--- config.mk ---
export PLATFORM = sky130hd
export DESIGN_NAME = ddr4_v2_2_20_cal_mc_odt_nt_flat
export DESIGN_NICKNAME = d
export VERILOG_FILES = /design/src/rtl/ddr4_v2_2_20_cal_mc_odt_nt_if.sv /design/src/rtl/ddr4_v2_2_20_cal_mc_odt_nt.sv /design/src/flat_wrapper.sv
export SDC_FILE = /design/constraint.sdc
export NUM_CORES = 1
export LEC_CHECK = 0
export CORE_MARGIN = 3
export CORE_UTILIZATION = 45
export DETAILED_ROUTE_END_ITERATION = 16
export HOLD_SLACK_MARGIN = 0.08
export PLACE_DENSITY = 0.77
export RECOVER_POWER = 25
export SYNTH_ARGS = -nofsm -noshare
export SYNTH_HDL_FRONTEND = slang
export SYNTH_SLANG_ARGS = --single-unit
--- constraint.sdc ---
create_clock -name clk -period 2.1 [get_ports clk]
set_input_delay 0.315 -clock clk [delete_from_list [all_inputs] [get_ports clk]]
set_output_delay 0.315 -clock clk [all_outputs]
set_load 0.02 [all_outputs]
--- src/rtl/ddr4_v2_2_20_cal_mc_odt_nt_if.sv ---
// CAS/ODT bundle between the MC command path and the ODT waveform generator.
// Fabric side drives CAS and override controls; the generator returns pin waveforms.
interface ddr4_v2_2_20_cal_mc_odt_nt_if #(
  parameter int RNK_BITS = 3,
  parameter int ODTBITS  = 4
);
  logic [1:0]           casSlot;
  logic [RNK_BITS-1:0]  rank;
  logic                 winRead;
  logic                 winWrite;
  logic                 tranSentC;
  logic                 cal_force_en;
  logic [ODTBITS-1:0]   cal_force_val;
  logic                 clr_coll;
  logic [ODTBITS*8-1:0] mc_ODT;
  logic                 odt_busy;
  logic                 odt_coll;

  modport master (
    output casSlot, rank, winRead, winWrite, tranSentC,
    output cal_force_en, cal_force_val, clr_coll,
    input  mc_ODT, odt_busy, odt_coll
  );

  modport slave (
    input  casSlot, rank, winRead, winWrite, tranSentC,
    input  cal_force_en, cal_force_val, clr_coll,
    output mc_ODT, odt_busy, odt_coll
  );
endinterface

--- src/rtl/ddr4_v2_2_20_cal_mc_odt_nt.sv ---
// ODT waveform generator: per-pin 2-bit/nCK pulses from CAS, shifted out 8 bits/cycle.
// Tracks read/write origin per pending cycle to flag conflicting overlaps.
module ddr4_v2_2_20_cal_mc_odt_nt #(
  parameter int  RANKS     = 4,
  parameter int  RNK_BITS  = 3,
  parameter int  ODTBITS   = 4,
  parameter int  WAVE_CYC  = 4,
  parameter logic [8*ODTBITS-1:0] ODTWR    = 32'h8421_8421,
  parameter logic [8*ODTBITS-1:0] ODTWRTGT = 32'h8421_8421,
  parameter logic [8*ODTBITS-1:0] ODTRD    = 32'h0,
  parameter logic [8*ODTBITS-1:0] ODTRDTGT = 32'h0,
  parameter int  ODTWRDEL  = 9,
  parameter int  ODTWRDUR  = 6,
  parameter int  ODTWRODEL = 9,
  parameter int  ODTWRODUR = 6,
  parameter int  ODTRDDEL  = 9,
  parameter int  ODTRDDUR  = 6,
  parameter int  ODTRDODEL = 9,
  parameter int  ODTRDODUR = 6,
  parameter real TCQ       = 0.1
) (
  input logic clk,
  input logic rst_n,
  ddr4_v2_2_20_cal_mc_odt_nt_if.slave bus
);

  localparam int W   = 8 * WAVE_CYC;
  localparam int SRW = W - 8;
  localparam int NC  = WAVE_CYC - 1;
  localparam int IW  = $clog2(8 * ODTBITS);

  function automatic int min4(input int a, input int b, input int c, input int d);
    int m;
    m = a;
    if (b < m) m = b;
    if (c < m) m = c;
    if (d < m) m = d;
    return m;
  endfunction

  localparam int MINDEL = min4(ODTWRDEL, ODTWRODEL, ODTRDDEL, ODTRDODEL);

  function automatic logic [W-1:0] pulse(input int del, input int dur);
    logic [W-1:0] m;
    m = '0;
    for (int i = 0; i < W; i++)
      m[i] = (i >= 2*(del-MINDEL)) && (i < 2*(del-MINDEL+dur));
    return m;
  endfunction

  localparam logic [W-1:0] P_WRT = pulse(ODTWRDEL,  ODTWRDUR);
  localparam logic [W-1:0] P_WRO = pulse(ODTWRODEL, ODTWRODUR);
  localparam logic [W-1:0] P_RDT = pulse(ODTRDDEL,  ODTRDDUR);
  localparam logic [W-1:0] P_RDO = pulse(ODTRDODEL, ODTRDODUR);

  // Slot shift of up to 6 bits must never push a pulse past the window.
  localparam bit BAD_CFG =
    (2*(ODTWRDEL-MINDEL+ODTWRDUR)+6 > W) ||
    (2*(ODTWRODEL-MINDEL+ODTWRODUR)+6 > W) ||
    (2*(ODTRDDEL-MINDEL+ODTRDDUR)+6 > W) ||
    (2*(ODTRDODEL-MINDEL+ODTRDODUR)+6 > W) ||
    (RANKS > 8) || (RANKS < 1) ||
    (WAVE_CYC < 2) || (WAVE_CYC > 8);

  generate
    if (BAD_CFG) begin : g_bad_cfg
      $error("ddr4_v2_2_20_cal_mc_odt_nt: illegal ODT timing configuration");
    end
  endgenerate

  logic [ODTBITS-1:0][SRW-1:0] r_sr;
  logic [ODTBITS-1:0][NC-1:0]  r_rtag;
  logic [ODTBITS-1:0][NC-1:0]  r_wtag;
  logic                        r_coll;

  logic [ODTBITS-1:0][W-1:0]   w_new;
  logic [ODTBITS-1:0][SRW-1:0] w_sr_nxt;
  logic [ODTBITS-1:0][NC-1:0]  w_rtag_nxt;
  logic [ODTBITS-1:0][NC-1:0]  w_wtag_nxt;
  logic                        w_cas;
  logic                        w_rd;
  logic                        w_sel;
  logic                        w_tgt;
  logic                        w_coll;
  logic [2:0]                  w_sh;
  logic [IW-1:0]               w_idx;
  logic [W-1:0]                w_msk;

  always_comb begin
    w_cas = rst_n & ~bus.cal_force_en & bus.tranSentC &
            (bus.winRead | bus.winWrite) & (int'(bus.rank) < RANKS);
    w_rd  = bus.winRead;
    w_sh  = {bus.casSlot, 1'b0};
    w_coll     = 1'b0;
    w_new      = '0;
    w_sr_nxt   = '0;
    w_rtag_nxt = '0;
    w_wtag_nxt = '0;
    w_idx = '0;
    w_sel = 1'b0;
    w_tgt = 1'b0;
    w_msk = '0;
    for (int p = 0; p < ODTBITS; p++) begin
      w_idx = IW'(int'(bus.rank) * ODTBITS + p);
      w_sel = w_rd ? ODTRD[w_idx]    : ODTWR[w_idx];
      w_tgt = w_rd ? ODTRDTGT[w_idx] : ODTWRTGT[w_idx];
      w_msk = w_rd ? (w_tgt ? P_RDT : P_RDO)
                   : (w_tgt ? P_WRT : P_WRO);
      if (w_cas && w_sel)
        w_new[p] = w_msk << w_sh;
      w_sr_nxt[p]   = (r_sr[p] >> 8) | w_new[p][W-1:8];
      w_rtag_nxt[p] = r_rtag[p] >> 1;
      w_wtag_nxt[p] = r_wtag[p] >> 1;
      for (int c = 0; c < NC; c++) begin
        if ((|(w_new[p][c*8 +: 8] & r_sr[p][c*8 +: 8])) &&
            (w_rd ? r_wtag[p][c] : r_rtag[p][c]))
          w_coll = 1'b1;
        if (|w_new[p][(c+1)*8 +: 8]) begin
          if (w_rd) w_rtag_nxt[p][c] = 1'b1;
          else      w_wtag_nxt[p][c] = 1'b1;
        end
      end
    end
  end

  always_comb begin
    bus.mc_ODT = '0;
    for (int p = 0; p < ODTBITS; p++) begin
      if (bus.cal_force_en)
        bus.mc_ODT[p*8 +: 8] = {8{bus.cal_force_val[p]}};
      else if (rst_n)
        bus.mc_ODT[p*8 +: 8] = w_new[p][7:0] | r_sr[p][7:0];
    end
    bus.odt_busy = rst_n & (|r_sr);
    bus.odt_coll = r_coll;
  end

  always_ff @(posedge clk) begin
    if (!rst_n) begin
      r_sr   <= '0;
      r_rtag <= '0;
      r_wtag <= '0;
      r_coll <= 1'b0;
    end else begin
      r_sr   <= w_sr_nxt;
      r_rtag <= w_rtag_nxt;
      r_wtag <= w_wtag_nxt;
      if (w_coll)
        r_coll <= 1'b1;
      else if (bus.clr_coll)
        r_coll <= 1'b0;
    end
  end

endmodule
--- src/flat_wrapper.sv ---
// flat-port wrapper written by rule: the top's interface ports become plain ports
module ddr4_v2_2_20_cal_mc_odt_nt_flat 
#(
  parameter int  RANKS     = 4,
  parameter int  RNK_BITS  = 3,
  parameter int  ODTBITS   = 4,
  parameter int  WAVE_CYC  = 4,
  parameter logic [8*ODTBITS-1:0] ODTWR    = 32'h8421_8421,
  parameter logic [8*ODTBITS-1:0] ODTWRTGT = 32'h8421_8421,
  parameter logic [8*ODTBITS-1:0] ODTRD    = 32'h0,
  parameter logic [8*ODTBITS-1:0] ODTRDTGT = 32'h0,
  parameter int  ODTWRDEL  = 9,
  parameter int  ODTWRDUR  = 6,
  parameter int  ODTWRODEL = 9,
  parameter int  ODTWRODUR = 6,
  parameter int  ODTRDDEL  = 9,
  parameter int  ODTRDDUR  = 6,
  parameter int  ODTRDODEL = 9,
  parameter int  ODTRDODUR = 6,
  parameter real TCQ       = 0.1
)
  (clk, rst_n, bus_casSlot, bus_rank, bus_winRead, bus_winWrite, bus_tranSentC, bus_cal_force_en, bus_cal_force_val, bus_clr_coll, bus_mc_ODT, bus_odt_busy, bus_odt_coll);
  ddr4_v2_2_20_cal_mc_odt_nt_if #(.RNK_BITS(RNK_BITS), .ODTBITS(ODTBITS)) bus_i ();
  input logic clk;
  input logic rst_n;
  input wire logic [$bits(bus_i.casSlot)-1:0] bus_casSlot;
  input wire logic [$bits(bus_i.rank)-1:0] bus_rank;
  input wire logic [$bits(bus_i.winRead)-1:0] bus_winRead;
  input wire logic [$bits(bus_i.winWrite)-1:0] bus_winWrite;
  input wire logic [$bits(bus_i.tranSentC)-1:0] bus_tranSentC;
  input wire logic [$bits(bus_i.cal_force_en)-1:0] bus_cal_force_en;
  input wire logic [$bits(bus_i.cal_force_val)-1:0] bus_cal_force_val;
  input wire logic [$bits(bus_i.clr_coll)-1:0] bus_clr_coll;
  output wire logic [$bits(bus_i.mc_ODT)-1:0] bus_mc_ODT;
  output wire logic [$bits(bus_i.odt_busy)-1:0] bus_odt_busy;
  output wire logic [$bits(bus_i.odt_coll)-1:0] bus_odt_coll;
  assign bus_i.casSlot = bus_casSlot;
  assign bus_i.rank = bus_rank;
  assign bus_i.winRead = bus_winRead;
  assign bus_i.winWrite = bus_winWrite;
  assign bus_i.tranSentC = bus_tranSentC;
  assign bus_i.cal_force_en = bus_cal_force_en;
  assign bus_i.cal_force_val = bus_cal_force_val;
  assign bus_i.clr_coll = bus_clr_coll;
  assign bus_mc_ODT = bus_i.mc_ODT;
  assign bus_odt_busy = bus_i.odt_busy;
  assign bus_odt_coll = bus_i.odt_coll;
  ddr4_v2_2_20_cal_mc_odt_nt #(.RANKS(RANKS), .RNK_BITS(RNK_BITS), .ODTBITS(ODTBITS), .WAVE_CYC(WAVE_CYC), .ODTWR(ODTWR), .ODTWRTGT(ODTWRTGT), .ODTRD(ODTRD), .ODTRDTGT(ODTRDTGT), .ODTWRDEL(ODTWRDEL), .ODTWRDUR(ODTWRDUR), .ODTWRODEL(ODTWRODEL), .ODTWRODUR(ODTWRODUR), .ODTRDDEL(ODTRDDEL), .ODTRDDUR(ODTRDDUR), .ODTRDODEL(ODTRDODEL), .ODTRDODUR(ODTRDODUR), .TCQ(TCQ)) u_core (.clk(clk), .rst_n(rst_n), .bus(bus_i));
endmodule
== Word-level counts from Yosys, hierarchy flattened ==
Memories as Yosys holds them, arrays and structs flattened.
Cells that the tools add are included.
Storage, ports and cells
  register bits after elaboration: 121
  memory bits (read-only): 208
  input bits: 16
  output and inout bits: 34
  word-level logic and storage cells: 195
  memories: 8
Memory list
  (name not given): words 32, bits a word 1, read ports 1, clocked after Yosys merged registers in 0, wr ports 0, line ddr4_v2_2_20_cal_mc_odt_nt.sv:105  | w_sel = w_rd ? ODTRD[w_idx] : ODTWR[w_idx];
  (name not given): words 32, bits a word 1, read ports 1, clocked after Yosys merged registers in 0, wr ports 0, line ddr4_v2_2_20_cal_mc_odt_nt.sv:105
  (name not given): words 32, bits a word 1, read ports 1, clocked after Yosys merged registers in 0, wr ports 0, line ddr4_v2_2_20_cal_mc_odt_nt.sv:105
  (name not given): words 32, bits a word 1, read ports 1, clocked after Yosys merged registers in 0, wr ports 0, line ddr4_v2_2_20_cal_mc_odt_nt.sv:105
  (name not given): words 32, bits a word 1, read ports 1, clocked after Yosys merged registers in 0, wr ports 0, line ddr4_v2_2_20_cal_mc_odt_nt.sv:105
  (name not given): words 32, bits a word 1, read ports 1, clocked after Yosys merged registers in 0, wr ports 0, line ddr4_v2_2_20_cal_mc_odt_nt.sv:105
  +2 memories
Operators by class
  $add $sub $neg: 3
  order comparisons: 5
  shift-type cells: 1
  muxes and demuxes: 84
  bitwise logic cells: 27
  reduce and logical (&&, ||, !) cells: 46
Operators by type and width (count)
  OR reduction 8 bit: 24
  2-to-1 mux 32 bit: 4
  bitwise AND 8 bit: 12
  bitwise OR 16 x 24 -> 24 bit: 4
  OR reduction 96 bit: 1
  2-to-1 mux 1 bit: 72
  2-to-1 mux 8 bit: 8
  bitwise OR 8 bit: 4
  << shifter 12 x 3 -> 32 bit (first input constant): 1
  less-than comparator 5 x 6 -> 1 bit (second input constant): 4
  logical AND 1 bit: 16
  adder 5 x 2 -> 5 bit (second input constant): 2
  AND reduction 2 bit: 4
  adder 5 x 1 -> 5 bit (second input constant): 1
  bitwise AND 1 bit: 5
  less-than comparator 3 bit (second input constant): 1
  nonzero test 2 bit: 1
  NOT 1 bit: 1
  bitwise OR 1 bit: 1

== Longest topological paths before layout ==
Gate-level depths: netlist of run 1.
  depth in word-level cells: 23
  depth in mapped cells: 7
  gate-level depth less buffers: 5

== Least setup slack after synthesis of run 1 ==
No wires, ideal clock.
  kind: input-to-output
  from: in bus_winRead
  to: out bus_mc_ODT[5]
  arrival time: 1.790 ns
  required time: 1.785 ns
  slack: -0.005 ns
  stages: 7
  buffers on the path: 2
  cells stage by stage: buf_6 -> and4bb_4 -> nand2_4 -> nor3_4 -> a21oi_1 -> o21ai_1 -> buf_4
Between the ends
  word-level cells in the longest chain between the ends: 8
  elaborated cells on any way between the ends: 9
  classes of those cells: mux (4); bitwise (4); reduce/logical (1)
Ends and longest elaborated chain
  start, declared: line flat_wrapper.sv:28  | input wire logic [$bits(bus_i.winRead)-1:0] bus_winRead;
  bitwise OR 1 bit: line ddr4_v2_2_20_cal_mc_odt_nt.sv:91  | (bus.winRead | bus.winWrite) & (int'(bus.rank) < RANKS);
  bitwise AND 1 bit: line ddr4_v2_2_20_cal_mc_odt_nt.sv:90  | w_cas = rst_n & ~bus.cal_force_en & bus.tranSentC &
  bitwise AND 1 bit: line ddr4_v2_2_20_cal_mc_odt_nt.sv:91
  logical AND 1 bit *: line ddr4_v2_2_20_cal_mc_odt_nt.sv:109  | if (w_cas && w_sel)
  2-to-1 mux 32 bit *: line ddr4_v2_2_20_cal_mc_odt_nt.sv:109
  bitwise OR 8 bit *: line ddr4_v2_2_20_cal_mc_odt_nt.sv:132  | bus.mc_ODT[p*8 +: 8] = w_new[p][7:0] | r_sr[p][7:0];
  2-to-1 mux 8 bit *: line ddr4_v2_2_20_cal_mc_odt_nt.sv:131  | else if (rst_n)
  2-to-1 mux 8 bit *: line ddr4_v2_2_20_cal_mc_odt_nt.sv:129  | if (bus.cal_force_en)
  end, declared: line flat_wrapper.sv:34  | output wire logic [$bits(bus_i.mc_ODT)-1:0] bus_mc_ODT;
Mark *: on every way between the ends. The rest lies on a longest branch, timed or not.

== Worst setup path after layout of run 1 ==
  from: in bus_cal_force_en
  to: out bus_mc_ODT[19]
Between the ends
  word-level cells in the longest chain between the ends: 10
Ends and longest elaborated chain
  start, declared: line flat_wrapper.sv:31  | input wire logic [$bits(bus_i.cal_force_en)-1:0] bus_cal_force_en;
  NOT 1 bit: line ddr4_v2_2_20_cal_mc_odt_nt.sv:90
  bitwise AND 1 bit (3 in a row): line ddr4_v2_2_20_cal_mc_odt_nt.sv:90
  bitwise AND 1 bit: line ddr4_v2_2_20_cal_mc_odt_nt.sv:91
  logical AND 1 bit: line ddr4_v2_2_20_cal_mc_odt_nt.sv:109
  2-to-1 mux 32 bit: line ddr4_v2_2_20_cal_mc_odt_nt.sv:109
  bitwise OR 8 bit: line ddr4_v2_2_20_cal_mc_odt_nt.sv:132
  2-to-1 mux 8 bit: line ddr4_v2_2_20_cal_mc_odt_nt.sv:131
  2-to-1 mux 8 bit *: line ddr4_v2_2_20_cal_mc_odt_nt.sv:129
Marks and branches as above.

==> out/metrics.cfg, run 1 <==
[cts]
cts_max_path_buffers=2
clk_pin_slew_ps=70
holdBufCountCts=0
cts_tree=yes
cts_made_buffers=5
cts_max_level=2
cts_root_buffer=clkbuf_8
clkLatencyLatePin_ps=290
cts_sinks=37

[routing]
drt-pass1-iter-count=4
drt_iter0_drc=79
drt_wl_total_mm=4.34
vias_per_cell=5.01
ant_nets=0
drc=0
vias=1507
wl_per_cell_um=14.4

[floorplanning]
die_area_um2=4540
core_area_um2=3470
rows=21
top_level_ports=50
die_h_um=67.4
initial_core_util=0.489
die_x_um=67.4

[critical_path]
reg2reg_slack_ps=610
crit_type=input pin to output port
crit_path_start_kind=input pin
cp_slowest_cell=and2b_2
cp_top_family=buffers and inverters
worstPathRequired_ps=1780
cp.depth=8
end_kind=output port
cpPeakStageDelay_ps=290
crit_fanout=5
worstPathCellList=dlygate4sd2_1 -> and2b_2 -> clkbuf_4 -> nand3_2 -> inv_2 -> a21oi_1 -> o21ai_1 -> clkdlybuf4s15_2
path_buf_inv=4
r2r_cells=5
arrival_ps=1700

[cells_and_area]
final_cell_mix=dfxtp_1 (37), buf_4 (31), nand2_1 (18), buf_2 (18), nor2_1 (14)
final_core_util=0.663
fin_cells=301
syn2layout_area_growth_pct=35.6
fin_nets=270
layout_commonest_cell=dfxtp_1
diodes=0
drive_gt1_frac=0.345

[sta]
period_needed_ps=2020
period_share=0.960
setup_violations=0
rsz0062_at_grt=false
slew_violations=0
clock_skew_ps=7.49
hold_viol=0
fmax_mhz=496

[logic_synthesis]
yosys_warnings=0
netlist_top_cells_area=dfxtp_1 (44%), buf_4 (7.1%), a21oi_1 (4.4%)
syn_area_um2=1700
syn_avg_cell_area_um2=9.02
synth_cells=188
synth_top_area_cell=dfxtp_1
yosysTopAreaCellShare=0.437
synth_seq_area_share=0.437
synth_cell_type_count=42
ys_seq_elements=37

[placed_design]
gp_congestion=0.836
dp_hpwl_mm=3.36
placed_cells=293
port_buffers=49

[power_and_ir_drop]
p_leak_uw=0.00107
ir_drop_mv=0.566
p_per_area_nw_per_um2=611

[global_routing]
grt-ovfl-total=0
antenna_found_initial=0
first_global_vias=1477
grt_max_degree=15
track_usage=0.205
grt_first_pass_wirelength_mm=6.80

[outcome]
status=finished, final reports clean

[job]
drv_cap=0

[min_path]
hold_depth=1
min_path_type=flop to flop

timing repair:
| item | in CTS | in global routing |
|---|---|---|
| setup buffers | 0 | 0 |
| setup endpoints to repair | 33 | 28 |
| pin swaps | 7 | 4 |
| resized for setup | 125 | 10 |
Yosys cell counts (all sizes together):
cell and n:
dfxtp 37, buf 21, nand2 19, o21ai 17
a21oi 15, nor2 15, inv 8, nor4 7
nor3 6, mux2 5, a21o 4, and2 4
clkbuf 3, nor2b 3, o221ai 3, a32oi 2
mux2i 2, nand2b 2, nand3 2, a211oi 1
a311oi 1, a41oi 1, and2b 1, and4 1
and4bb 1, conb 1, nor3b 1, o21a 1
o21ba 1, o21bai 1, o22ai 1, o31a 1
worst reg2reg max path, delay by kind of cell, from the launching register on:
kind / cells / cell delay, ps
AO/OA/AOI/OAI: 4 / 780
flip-flops: 1 / 310
multiplexers: 1 / 290
power breakdown:
| group | switching (uW) | internal (uW) | total, uW |
|---|---|---|---|
| sequential | 3.42 | 711 | 715 |
| clock | 236 | 229 | 466 |
| combinational | 126 | 98.6 | 225 |
kinds of logic after synthesis:
kind of cell / after synthesis / synth area share
and+or+nand+nor: 62 / 0.208
AOI/OAI and AO/OA: 49 / 0.190
DFF: 37 / 0.437
buffers and inverters: 32 / 0.117
muxes: 7 / 0.0450
other: 1 / 0.00221
layer usage:
metal	global-route usage	vias up	wire, um
met5	0	-	0
met4	0.0608	0	48
met3	0.0749	7	309
met2	0.335	45	2130
met1	0.250	687	1850
li1	-	768	-
final cells by class:
class | instances | area [um2]
timing repair buffer | 80 | 603
clock buffer | 6 | 72.6
inverter | 8 | 30.0
clock inverter | 2 | 10.0
multi-input combinational | 122 | 786
sequential | 37 | 741
tap | 46 | 57.6
fill | 299 | 1170
metrics by stage:
step | instance area, um2 | TNS, ps | setup WS (ps) | total power, uW | hold slack, ps
finish | 2300 | 0 | 84.6 | 1410 | 437
detailed placement | 2320 | -14830 | -538 | 983 | 422
global placement | 2320 | -13890 | -518 | 980 | 415
CTS | 2310 | -112 | -57.3 | 1420 | 440
floorplan | 1710 | 0 | 1.41 | 863 | 408
global route | 2300 | 0 | 3.17 | 1460 | 443
path summary, 6_finish.rpt:
| check | startpoint | to |
|---|---|---|
| max reg2reg | u_core.r_wtag[7]$_SDFF_PN0_ | u_core.bus.odt_coll$_SDFFE_PN0P_ |
| min | u_core.r_wtag[10]$_SDFF_PN0_ | u_core.r_wtag[9]$_SDFF_PN0_ |
| min reg2reg | u_core.r_wtag[10]$_SDFF_PN0_ | u_core.r_wtag[9]$_SDFF_PN0_ |
| max | bus_cal_force_en | bus_mc_ODT[19] |
state kept, by name, indices dropped and copies added, names as in the netlist:
signal,count
u_core.r_wtag,8
u_core.bus.odt_coll,1
u_core.r_rtag,8
u_core.r_sr,20
Power figures use the tool's default switching activity.
==> run 2, diff against run 1 <==
CAP_MARGIN = 0   (was unset)
CORE_UTILIZATION = 42   (was 45)
CTS_BUF_LIST = sky130_fd_sc_hd__clkbuf_8 sky130_fd_sc_hd__clkbuf_16   (was unset)
PLACE_DENSITY = 0.75   (was 0.77)
clock period = 1.8 ns   (was 2.1 ns; I/O delays follow)
==> run 2 against run 1 <==
Compared with the run above: sequential share of layout area fell by 1.9 points; register-to-register slack got worse by 290 ps; via count rose by 4.4%; final area rose by 6.3%; non-clock buffer count rose by 8; largest power group unchanged.
==> out/metrics.cfg, run 2 (same netlist as run 1, synthesis figures left out) <==
[sta]
fmax_mhz=560
rsz0062_at_grt=true
slew_violations=0  ; unchanged
period_share=0.992
clock_skew_ps=6.62  ; -0.871 ps
period_needed_ps=1790
setup_violations=0  ; unchanged
hold_viol=0  ; unchanged

[global_routing]
grt_first_pass_wirelength_mm=7.67  ; +13%
track_usage=0.199  ; -0.00574
grt_max_degree=11  ; -4
antenna_found_initial=0  ; unchanged
grt-ovfl-total=0  ; unchanged
first_global_vias=1608  ; +8.9%

[cts]
cts_tree=yes
holdBufCountCts=0  ; unchanged
cts_max_path_buffers=2  ; unchanged
cts_max_level=2  ; unchanged
clkLatencyLatePin_ps=290  ; about the same
cts_sinks=37  ; unchanged
clk_pin_slew_ps=70  ; about the same
cts_root_buffer=clkbuf_8
cts_made_buffers=5  ; unchanged

[placed_design]
dp_hpwl_mm=3.48  ; +3.4%
gp_congestion=0.872  ; +4.3%
placed_cells=299  ; +2.0%
port_buffers=49  ; unchanged

[power_and_ir_drop]
finalPower_uw=1650  ; +18%
p_leak_uw=0.00113  ; +5.8%
ir_drop_mv=0.481  ; -15%
p_per_area_nw_per_um2=676  ; +11%

[critical_path]
crit_type=input pin to output port
worstPathRequired_ps=1530  ; -250 ps
worstReg2RegStart=u_core.r_wtag[7]$_SDFF_PN0_
crit_path_start_kind=input pin
reg2reg_slack_ps=320  ; -290 ps
arrival_ps=1520  ; -180 ps
r2r_cells=5  ; unchanged
end_kind=output port
crit_fanout=6  ; +1
timing.rr.end=u_core.bus.odt_coll$_SDFFE_PN0P_

[routing]
wl_per_cell_um=14.7  ; +1.8%
vias_per_cell=5.06  ; +1.0%
drc=0  ; unchanged
drt_wl_total_mm=4.56  ; +5.2%
vias=1573  ; +4.4%
drt-pass1-iter-count=4  ; unchanged
drt_iter0_drc=55  ; -30%
ant_nets=0  ; unchanged

[cells_and_area]
register_area_um2=741  ; unchanged
largest_register_ffs=20  ; unchanged
drive_gt1_frac=0.464  ; +0.119
final_core_util=0.648  ; -0.0148
fin_cells=311  ; +3.3%
final_cell_mix=buf_4 (39), dfxtp_1 (37), buf_2 (20), nand2_1 (17), nor2_1 (14)
fillerInstances=338  ; +13%
multi_input_area_um2=862  ; +9.7%
max_flop_register=u_core.r_sr
syn2layout_area_growth_pct=44.2
largest_registers=u_core.r_sr x20, u_core.r_rtag x8, u_core.r_wtag x8
diodes=0  ; unchanged
layout_commonest_cell=buf_4
fin_nets=278  ; +3.0%

[floorplanning]
top_level_ports=50  ; unchanged
core_area_um2=3770  ; +8.7%
die_h_um=69.5  ; +3.2%
initial_core_util=0.450  ; -0.0392
die_x_um=69.5  ; +3.2%
rows=22  ; +4.8%
die_area_um2=4840  ; +6.5%

[min_path]
min_path_type=input pin to flop
min_from=bus_rank[1]
hold_end=u_core.r_sr[5]$_SDFF_PN0_
hold_depth=3  ; +2

[outcome]
status=finished, final reports clean

[job]
drv_cap=0  ; unchanged

[run 2: changes by cell type in the layout (fill, tap and decap cells not counted), sizes merged]
cell,delta
dlygate4sd2,-9
inv,+3
clkinv,-2
clkdlybuf4s15,+2
dlymetal6s2s,-2
buf,+16
[run 2: layout make-up]
type,count,share of cell area
multi-input cells,122,0.353
well taps,48,0.0246
flip-flops and latches,37,0.303
inverters,8,0.0133
clock buffers,5,0.0281
clock inverters,3,0.00461
repair buffers,88,0.274
[run 2: worst max path at each step]
| stage | slack, ps | from | endpoint |
|---|---|---|---|
| after floorplan | -90 | bus_winRead | bus_mc_ODT[5] |
| after global placement | -720 | bus_winRead | bus_mc_ODT[5] |
| after detailed placement | -740 | bus_winRead | bus_mc_ODT[4] |
| after CTS | -30 | bus_rank[2] | bus_mc_ODT[4] |
| after global routing | -40 | bus_rank[2] | bus_mc_ODT[0] |
| final | 10 | bus_rank[2] | bus_mc_ODT[4] |
[run 2: where the power goes]
part           switching [uW]  internal (uW)
logic                     159            127
clock network             273            258
registers                4.12            830
[run 2: metrics by stage]
step | hold WS [ps] | TNS, ps | area, um2 | setup slack [ps]
finish | 391 | 0 | 2440 | 14.3
global route | 397 | -239 | 2440 | -43.1
CTS | 443 | -66.0 | 2470 | -33.3
detailed placement | 428 | -22140 | 2420 | -742
global placement | 419 | -22080 | 2420 | -722
floorplan | 392 | -368 | 1770 | -90.4
[run 2: layer usage]
metal  global-route usage  share of wire
met1                0.253           0.45
met2                0.337           0.49
met3               0.0406          0.044
met4               0.0586          0.011
met5                    0              0
[run 2: worst max-delay path, stage by stage]
cell and delay, ps:
buf_6 90, and4bb_4 350, nand2_4 90, nor3_4 290
a21oi_2 110, o21ai_2 170, buf_6 140
[run 2: what timing repair did]
| item | in CTS | in global routing |
|---|---|---|
| gates resized for setup | 145 | 27 |
| setup buffers | 2 | 2 |
| setup endpoints to repair | 34 | 29 |
| hold endpoints to repair | 0 | 0 |
| pin swaps | 5 | 5 |
==> run 3, diff against run 2 <==
CORE_UTILIZATION = 45   (was 42)
PLACE_DENSITY = 0.77   (was 0.75)
clock period = 2 ns   (was 1.8 ns; I/O delays follow)
==> run 3 against run 2 <==
Compared with the run above: sequential power shrank 10%; core utilization grew 3.0 points; clock skew shrank 1.7 ps; register-to-register slack gained 250 ps; clock power grew 5.5%; die area shrank 6.1%.
==> out/metrics.cfg, run 3 (same netlist as run 1, synthesis figures left out) <==
[global_routing]
antenna_found_initial=0  ; unchanged
grt_max_degree=15  ; +4
grt_first_pass_wirelength_mm=6.77  ; -12%
track_usage=0.202  ; +0.00358
grt-ovfl-total=0  ; unchanged
first_global_vias=1470  ; -8.6%

[sta]
period_share=0.966
hold_viol=0  ; unchanged
fmax_mhz=518
rsz0062_at_grt=true
setup_violations=0  ; unchanged
slew_violations=0  ; unchanged
period_needed_ps=1930
clock_skew_ps=4.96  ; -1.66 ps
whs_ps=406  ; +14.2 ps

[floorplanning]
rows=21  ; -4.5%
die_x_um=67.4  ; -3.1%
initial_core_util=0.489  ; +0.0392
core_area_um2=3470  ; -8.0%
die_h_um=67.4  ; -3.1%
top_level_ports=50  ; unchanged
die_area_um2=4540  ; -6.1%

[routing]
vias_per_cell=5.11  ; +1.1%
vias=1544  ; -1.8%
drc=0  ; unchanged
ant_nets=0  ; unchanged
drt-pass1-iter-count=4  ; unchanged
wl_per_cell_um=14.1  ; -4.1%
drt_iter0_drc=72  ; +31%
drt_wl_total_mm=4.25  ; -6.8%

[power_and_ir_drop]
p_per_area_nw_per_um2=660  ; -2.3%
p_leak_uw=0.00111  ; -2.0%
finalPower_uw=1550  ; -6.0%
seq_power_share=0.483  ; -0.022
clkPwrFrac=0.361  ; +0.040
p_comb_frac=0.156  ; -0.018
p_int_uw=1160  ; -4.1%
switching_share=0.250  ; -0.0146
ir_drop_mv=0.439  ; -8.9%
switchingPower_uw=388  ; -11%

[critical_path]
crit_type=input pin to output port
crit_path_start_kind=input pin
crit_fanout=6  ; unchanged
worstPathRequired_ps=1700  ; +170 ps
reg2reg_slack_ps=570  ; +250 ps
timing.rr.end=u_core.bus.odt_coll$_SDFFE_PN0P_
r2r_cells=5  ; unchanged
end_kind=output port
arrival_ps=1630  ; +110 ps
worstReg2RegStart=u_core.r_wtag[7]$_SDFF_PN0_

[cells_and_area]
max_flop_register=u_core.r_sr
largest_register_ffs=20  ; unchanged
final_core_util=0.678  ; +0.0299
layout_commonest_cell=buf_4
drive_gt1_frac=0.398  ; -0.0654
fin_nets=271  ; -2.5%
fillerInstances=300  ; -11%
diodes=0  ; unchanged
multi_input_area_um2=812  ; -5.8%
largest_registers=u_core.r_sr x20, u_core.r_rtag x8, u_core.r_wtag x8
register_area_um2=741  ; unchanged
final_cell_mix=buf_4 (41), dfxtp_1 (37), nand2_1 (18), buf_2 (18)
syn2layout_area_growth_pct=38.7

[min_path]
hold_depth=3  ; unchanged
min_from=bus_rank[1]
hold_end=u_core.r_sr[5]$_SDFF_PN0_
min_path_type=input pin to flop

[placed_design]
dp_hpwl_mm=3.33  ; -4.2%
gp_congestion=0.835  ; -4.2%
port_buffers=49  ; unchanged

[cts]
cts_made_buffers=5  ; unchanged
clk_pin_slew_ps=70  ; about the same
cts_root_buffer=clkbuf_8
cts_max_path_buffers=2  ; unchanged
cts_sinks=37  ; unchanged
clkLatencyLatePin_ps=290  ; about the same
cts_tree=yes
holdBufCountCts=0  ; unchanged
cts_max_level=2  ; unchanged

[job]
drv_cap=0  ; unchanged

[outcome]
status=finished, final reports clean

==> run 3: power by group through the flow <==
stage	logic [uW]	registers [uW]	clock network, uW
6_report	242	751	560
5_1_grt	261	751	607
4_1_cts	244	750	579
3_5_place_dp	269	767	0
3_3_place_gp	266	767	0
2_1_floorplan	146	766	0
==> run 3: through the flow <==
stage	instances	instance area (um2)	TNS [ps]	setup slack, ps
after floorplan	191	1740	0	34.9
after global placement	292	2340	-16630	-574
after detailed placement	292	2340	-16950	-587
after CTS	302	2390	-238	-42.4
after global routing	302	2350	-96.3	-34.5
final	302	2350	0	68.9
==> run 3: worst max path at each step <==
stage                      from              to  cells past startpoint
floorplan           bus_winRead   bus_mc_ODT[9]                      7
global placement    bus_winRead   bus_mc_ODT[5]                      7
detailed placement  bus_winRead   bus_mc_ODT[1]                      7
CTS                 bus_rank[1]  bus_mc_ODT[21]                      7
global route        bus_rank[2]   bus_mc_ODT[3]                      7
finish              bus_rank[2]   bus_mc_ODT[2]                      7
==> run 3: worst max-delay path: stages <==
cell	delay (ps)
dlygate4sd2_1	230
and4bb_4	340
nand2_4	80
nor3_4	230
a21oi_1	140
o21ai_2	130
buf_2	180
==> run 3: layout make-up <==
| type | instances | share of cell area |
|---|---|---|
| clock buffers | 7 | 0.0410 |
| clock inverters | 1 | 0.00213 |
| inverters | 8 | 0.0138 |
| multi-input cells | 122 | 0.345 |
| flip-flops and latches | 37 | 0.315 |
| well taps | 46 | 0.0245 |
| repair buffers | 81 | 0.259 |
==> run 3: metal layers <==
layer  GRT usage  part of all wire  up-vias
met5           0                 0        -
met4      0.0684             0.013        0
met3      0.0532             0.074        6
met2       0.326              0.48       50
met1       0.261              0.44      716
li1            -                 -      772
==> run 3: what timing repair did <==
| action | 4_1_cts | 5_1_grt |
|---|---|---|
| pin swaps | 5 | 2 |
| setup buffers | 2 | 0 |
| endpoints found under the setup margin | 33 | 32 |
| gates resized for setup | 123 | 31 |
| cloned | 0 | 0 |
